==> config.mk <==
export PLATFORM = sky130hd
export DESIGN_NAME = wb_mem_responder
export DESIGN_NICKNAME = d
export VERILOG_FILES = /design/src/rtl/wb_mem_responder.sv
export SDC_FILE = /design/constraint.sdc
export NUM_CORES = 1
export LEC_CHECK = 0
export BUFFER_PORTS_ARGS = -buffer_cell sky130_fd_sc_hd__clkbuf_2
export CAP_MARGIN = 10
export CORE_AREA = 4 4 302 156
export CTS_CLUSTER_SIZE = 14
export DETAILED_ROUTE_END_ITERATION = 6
export DIE_AREA = 0 0 306 160
export GPL_ROUTABILITY_DRIVEN = 0
export PLACE_DENSITY = 0.86
export SYNTH_ARGS = -nofsm -noshare
export SYNTH_HDL_FRONTEND = slang
export SYNTH_SLANG_ARGS = --single-unit
==> constraint.sdc <==
create_clock -name clk_i -period 3.1 [get_ports clk_i]
set_clock_uncertainty 0.05 [all_clocks]
set_input_delay 0.465 -clock clk_i [delete_from_list [all_inputs] [get_ports clk_i]]
set_output_delay 0.465 -clock clk_i [all_outputs]
set_load 0.05 [all_outputs]
==> src/rtl/wb_mem_responder.sv <==
// Wishbone B4 classic-cycle responder over a small word-addressed register memory,
// with a fixed number of wait states, byte-lane writes and an error response for unmapped words.
module wb_mem_responder #(
  parameter int DATA_WIDTH  = 32,
  parameter int ADDR_WIDTH  = 4,
  parameter int DEPTH       = 12,
  parameter int WAIT_STATES = 1
) (
  input  logic                    clk_i,
  input  logic                    rst_i,
  input  logic                    cyc_i,
  input  logic                    stb_i,
  input  logic                    we_i,
  input  logic [ADDR_WIDTH-1:0]   adr_i,
  input  logic [DATA_WIDTH-1:0]   dat_i,
  input  logic [DATA_WIDTH/8-1:0] sel_i,
  output logic [DATA_WIDTH-1:0]   dat_o,
  output logic                    ack_o,
  output logic                    err_o
);

  localparam int SEL_WIDTH = DATA_WIDTH / 8;
  localparam logic [2:0] WS_LOAD = (WAIT_STATES > 0) ? 3'(WAIT_STATES - 1) : 3'd0;
  localparam logic [ADDR_WIDTH:0] DEPTH_LIMIT = (ADDR_WIDTH + 1)'(DEPTH);

  typedef enum logic [1:0] {
    ST_IDLE = 2'd0,
    ST_WAIT = 2'd1,
    ST_RESP = 2'd2
  } state_t;

  state_t                  state_r;
  state_t                  state_nxt_s;
  logic [2:0]              cnt_r;
  logic [2:0]              cnt_nxt_s;
  logic                    access_s;
  logic                    use_live_s;
  logic                    we_r;
  logic [ADDR_WIDTH-1:0]   adr_r;
  logic [DATA_WIDTH-1:0]   dat_r;
  logic [SEL_WIDTH-1:0]    sel_r;
  logic                    acc_we_s;
  logic [ADDR_WIDTH-1:0]   acc_adr_s;
  logic [DATA_WIDTH-1:0]   acc_dat_s;
  logic [SEL_WIDTH-1:0]    acc_sel_s;
  logic                    in_range_s;
  logic                    ack_r;
  logic                    err_r;
  logic [DATA_WIDTH-1:0]   rdat_r;
  logic [DATA_WIDTH-1:0]   mem_r [DEPTH];

  function automatic logic [DATA_WIDTH-1:0] merge_lanes(
    input logic [DATA_WIDTH-1:0] old_word,
    input logic [DATA_WIDTH-1:0] new_word,
    input logic [SEL_WIDTH-1:0]  lanes
  );
    logic [DATA_WIDTH-1:0] res;
    res = old_word;
    for (int k = 0; k < SEL_WIDTH; k++) begin
      if (lanes[k]) begin
        res[8*k +: 8] = new_word[8*k +: 8];
      end else begin
        res[8*k +: 8] = old_word[8*k +: 8];
      end
    end
    return res;
  endfunction

  // Next-state logic; access_s marks the edge that enters RESP and performs the access.
  always_comb begin
    state_nxt_s = state_r;
    cnt_nxt_s   = cnt_r;
    access_s    = 1'b0;
    use_live_s  = 1'b0;
    case (state_r)
      ST_IDLE: begin
        if (cyc_i && stb_i) begin
          if (WAIT_STATES == 0) begin
            state_nxt_s = ST_RESP;
            access_s    = 1'b1;
            use_live_s  = 1'b1;
          end else begin
            state_nxt_s = ST_WAIT;
            cnt_nxt_s   = WS_LOAD;
          end
        end else begin
          state_nxt_s = ST_IDLE;
        end
      end
      ST_WAIT: begin
        if (!cyc_i) begin
          state_nxt_s = ST_IDLE;
        end else if (cnt_r == 3'd0) begin
          state_nxt_s = ST_RESP;
          access_s    = 1'b1;
        end else begin
          cnt_nxt_s = cnt_r - 3'd1;
        end
      end
      ST_RESP: begin
        state_nxt_s = ST_IDLE;
      end
      default: begin
        state_nxt_s = ST_IDLE;
      end
    endcase
  end

  // With zero wait states the access happens on the sampling edge, so the live bus is used.
  always_comb begin
    if (use_live_s) begin
      acc_we_s  = we_i;
      acc_adr_s = adr_i;
      acc_dat_s = dat_i;
      acc_sel_s = sel_i;
    end else begin
      acc_we_s  = we_r;
      acc_adr_s = adr_r;
      acc_dat_s = dat_r;
      acc_sel_s = sel_r;
    end
    in_range_s = ({1'b0, acc_adr_s} < DEPTH_LIMIT);
  end

  // State, request latch, registered response and memory array.
  always_ff @(posedge clk_i) begin
    if (!rst_i) begin
      state_r <= ST_IDLE;
      cnt_r   <= 3'd0;
      we_r    <= 1'b0;
      adr_r   <= '0;
      dat_r   <= '0;
      sel_r   <= '0;
      ack_r   <= 1'b0;
      err_r   <= 1'b0;
      rdat_r  <= '0;
      for (int i = 0; i < DEPTH; i++) begin
        mem_r[i] <= '0;
      end
    end else begin
      state_r <= state_nxt_s;
      cnt_r   <= cnt_nxt_s;
      if (state_r == ST_IDLE && cyc_i && stb_i) begin
        we_r  <= we_i;
        adr_r <= adr_i;
        dat_r <= dat_i;
        sel_r <= sel_i;
      end
      ack_r  <= access_s && in_range_s;
      err_r  <= access_s && !in_range_s;
      rdat_r <= (access_s && in_range_s && !acc_we_s) ? mem_r[acc_adr_s] : '0;
      if (access_s && in_range_s && acc_we_s) begin
        mem_r[acc_adr_s] <= merge_lanes(mem_r[acc_adr_s], acc_dat_s, acc_sel_s);
      end
    end
  end

  assign dat_o = rdat_r;
  assign ack_o = ack_r;
  assign err_o = err_r;

endmodule

==> results.tsv <==
stage	metric	value	unit
outcome	status	complete, no violations	
die	dieHeight	160	um
routing	dr_wl_met3	14770	um
clocking	clock-sinks	596	
synth	avgSynthCellArea	14.53	sq um
setup_path	critPathArrivalTime	3.19	ns
sta	setup_tns	0	ns
cells_and_area	layout_commonest_cell	edfxtp_1	
routing	wl_met2	31590	um
placed_design	placedInstanceArea	28930	sq um
routing	via_per_inst	6.599	
routing	vias	17817	
routing	drtIter0Drc	2873	
placed_design	port_buffers	78	
die	dieWidth	306	um
synth	synth_top_family_by_area	compound AO/OA/AOI/OAI gates	
setup_path	cp-start-kind	register	
cells_and_area	drive_above_1_share	0.2984	
power_and_ir_drop	ir_drop	0.4765	mV
sta	worst_pin_slew	1.035	ns
die	core_area	44520	sq um
synth	synthMuxAreaShare	0.09678	
setup_path	slowest_delay	0.70	ns
cells_and_area	layout_common_cells	edfxtp_1, a21oi_2, a21oi_1	
clocking	cts_tree	yes	
sta	period_needed	2.953	ns
synth	yosysUniqueCellTypes	42	
synth	synth_area	27620	sq um
job	maxCapViolCount	0	
clocking	clk_latency	0.58	ns
cells_and_area	stdcell_area	30480	sq um
synth	synth_async_sr_flop_share	0	
grt	grt_use_total	0.3118	
sta	fmax	338.6	MHz
cells_and_area	area_delta_synth_final	10.38	%
power_and_ir_drop	p_leak	0.01021	uW
routing	drcViolationCount	0	
routing	ant_nets	0	
die	ioPinCount	79	
synth	ys_seq_area_frac	0.6176	
setup_path	crit_type	register to register	
synth	synth_compound_area_frac	0.1800	
power_and_ir_drop	powerDensity	566.9	nW/um^2
setup_path	cp-end-kind	register	
min_path	hp-class	input port to register	
sta	hold_violations	0	
routing	top_layer	met5	
clocking	cts_setup_buffers	0	
synth	synth_cells	1900	
die	rows	55	
sta	drv_slew	0	
placed_design	hpwlAfterDp	48030	um
die	initial_core_util	0.6202	
synth	yosys_warnings	0	
clocking	cts.clk_slew.worst_paths	0.07	ns
sta	finalSetupViolCount	0	
setup_path	critPathSlowestCell	a31oi_2	
clocking	cts_hold_buf	0	
synth	synthXorXnorAreaFrac	0	
sta	max-slew-margin-rel	0.3091	
synth	ys.flop_type	edfxtp_1	
clocking	cts_max_level	2	
synth	synth_enable_flop_cells	512	
synth	ys_ff_latch	596	
routing	routedWlPerCell	28.67	um
clocking	cts_buffers	51	
setup_path	cp.required	3.33	ns
synth	synth_fa_ha_area_frac	0.0009062	
routing	drt_first_pass_iters	6	
cells_and_area	fin_util	0.6846	
grt	grt_overflow	0	
setup_path	reg2regPathDepth	5	
sta	whs	0.05521	ns
grt	grt_pass1_wl	113100	um
routing	wl	77410	um
sta	fin_crit_sh	0.9527	
clocking	cts_root_buffer	clkbuf_16	
sta	rsz0062_at_grt	false	
grt	antenna_found_initial	4	
setup_path	cp_max_fo	22	
cells_and_area	fin_nets	2112	
clocking	cts_resized	0	
synth	synth_simple_gate_area_frac	0.05423	
setup_path	crit_chain	nor2b_4 -> buf_4 -> a221oi_2 -> a31oi_2 -> nand2_1	
die	die_area	48960	sq um
min_path	hold_path_depth	3	
routing	m1WireLength	29070	um
grt	grt_pass1_vias	17600	
grt	grt_max_degree	36	
clocking	clock_path_buffers	3	
## cells in the mapped netlist (2+ instances only)
cell type	count	area (sq um)
mux2i_1	195	1952
buf_12	7	140.1
ha_1	2	25.02
a21oi_2	216	1892
a31oi_1	4	25.02
or2_4	2	17.52
clkbuf_1	64	240.2
edfxtp_1	512	15370
nand2_1	116	435.4
dfxtp_1	84	1682
inv_1	10	37.54
a221oi_2	64	960.9
and2_1	34	212.7
mux4_2	32	720.7
nand4b_1	4	35.03
nand3_1	19	95.09
nand3_2	17	170.2
buf_8	3	45.04
nor2_1	41	153.9
a31oi_4	22	468.0
buf_6	49	551.8
a21oi_1	211	1056
buf_1	4	15.01
buf_2	29	145.1
or2_1	12	75.07
a31oi_2	6	75.07
a22oi_1	63	473.0
nand2_2	11	68.82
buf_4	27	202.7
nor2b_1	4	25.02
nand4_1	4	25.02
nand2b_1	22	137.6
## sequential cells by signal, indices dropped and copies added (netlist names), named ones only
register / count
mem_r: 512
acc_we_s: 1
acc_dat_s: 32
ack_o: 1
acc_sel_s: 4
err_o: 1
state_r: 2
dat_o: 32
cnt_r: 3
acc_adr_s: 4
## metrics by stage
step	total power (uW)	worst slack, ns	cells
6_report	17280	0.1465	2700
5_1_grt	17760	0.01239	2699
4_1_cts	17240	0.2355	2699
3_5_place_dp	11160	0.2710	2610
3_3_place_gp	11070	0.4136	2610
2_1_floorplan	10690	0.2470	2027
## logic make-up after synthesis
logic type	count (synthesis)
flops	596
compound gates	588
simple gates	291
mux	227
buf+inv	195
fa+ha+maj	2
other cells	1
## power breakdown
part           internal (uW)  leakage [uW]  switching [uW]
Sequential              9130       0.00594             142
Clock                   3350      0.000749            2870
Combinational            529       0.00352            1260
Total                  13000        0.0102            4280
## cell type report
cell class | instances | area (sq um)
clock inverter | 7 | 61.31
tap | 598 | 748.2
multi-input combinational | 1236 | 9708
inverter | 11 | 41.29
timing repair buffer | 169 | 1374
sequential | 596 | 17060
antenna | 1 | 2.502
fill | 2966 | 14040
clock buffer | 82 | 1485
## critical path: cells and delay by family, from the launching register on
kind / cells / cell delay, ns
buffers and inverters: 1 / 0.50
AO/OA/AOI/OAI: 2 / 0.89
flip-flops: 1 / 0.68
AND/OR/NAND/NOR: 2 / 0.51
## worst paths after layout
check	start	to	slack, ns
worst max-delay path	register	mem_r[13][19]$_DFFE_PP_	0.15
worst min-delay path	dat_i[30]	acc_dat_s[30]$_SDFFE_PN0P_	0.06
worst max register to register	register	mem_r[13][19]$_DFFE_PP_	0.15
worst min register to register	acc_dat_s[9]$_SDFFE_PN0P_	acc_dat_s[9]$_SDFFE_PN0P_	0.41
## routing by layer
metal / track usage / up-vias
met5: 0 / -
met4: 0.07936 / 6
met3: 0.1629 / 195
met2: 0.4253 / 1412
met1: 0.4409 / 8715
li1: - / 7489
No activity file was read; power rests on OpenSTA's default activity.
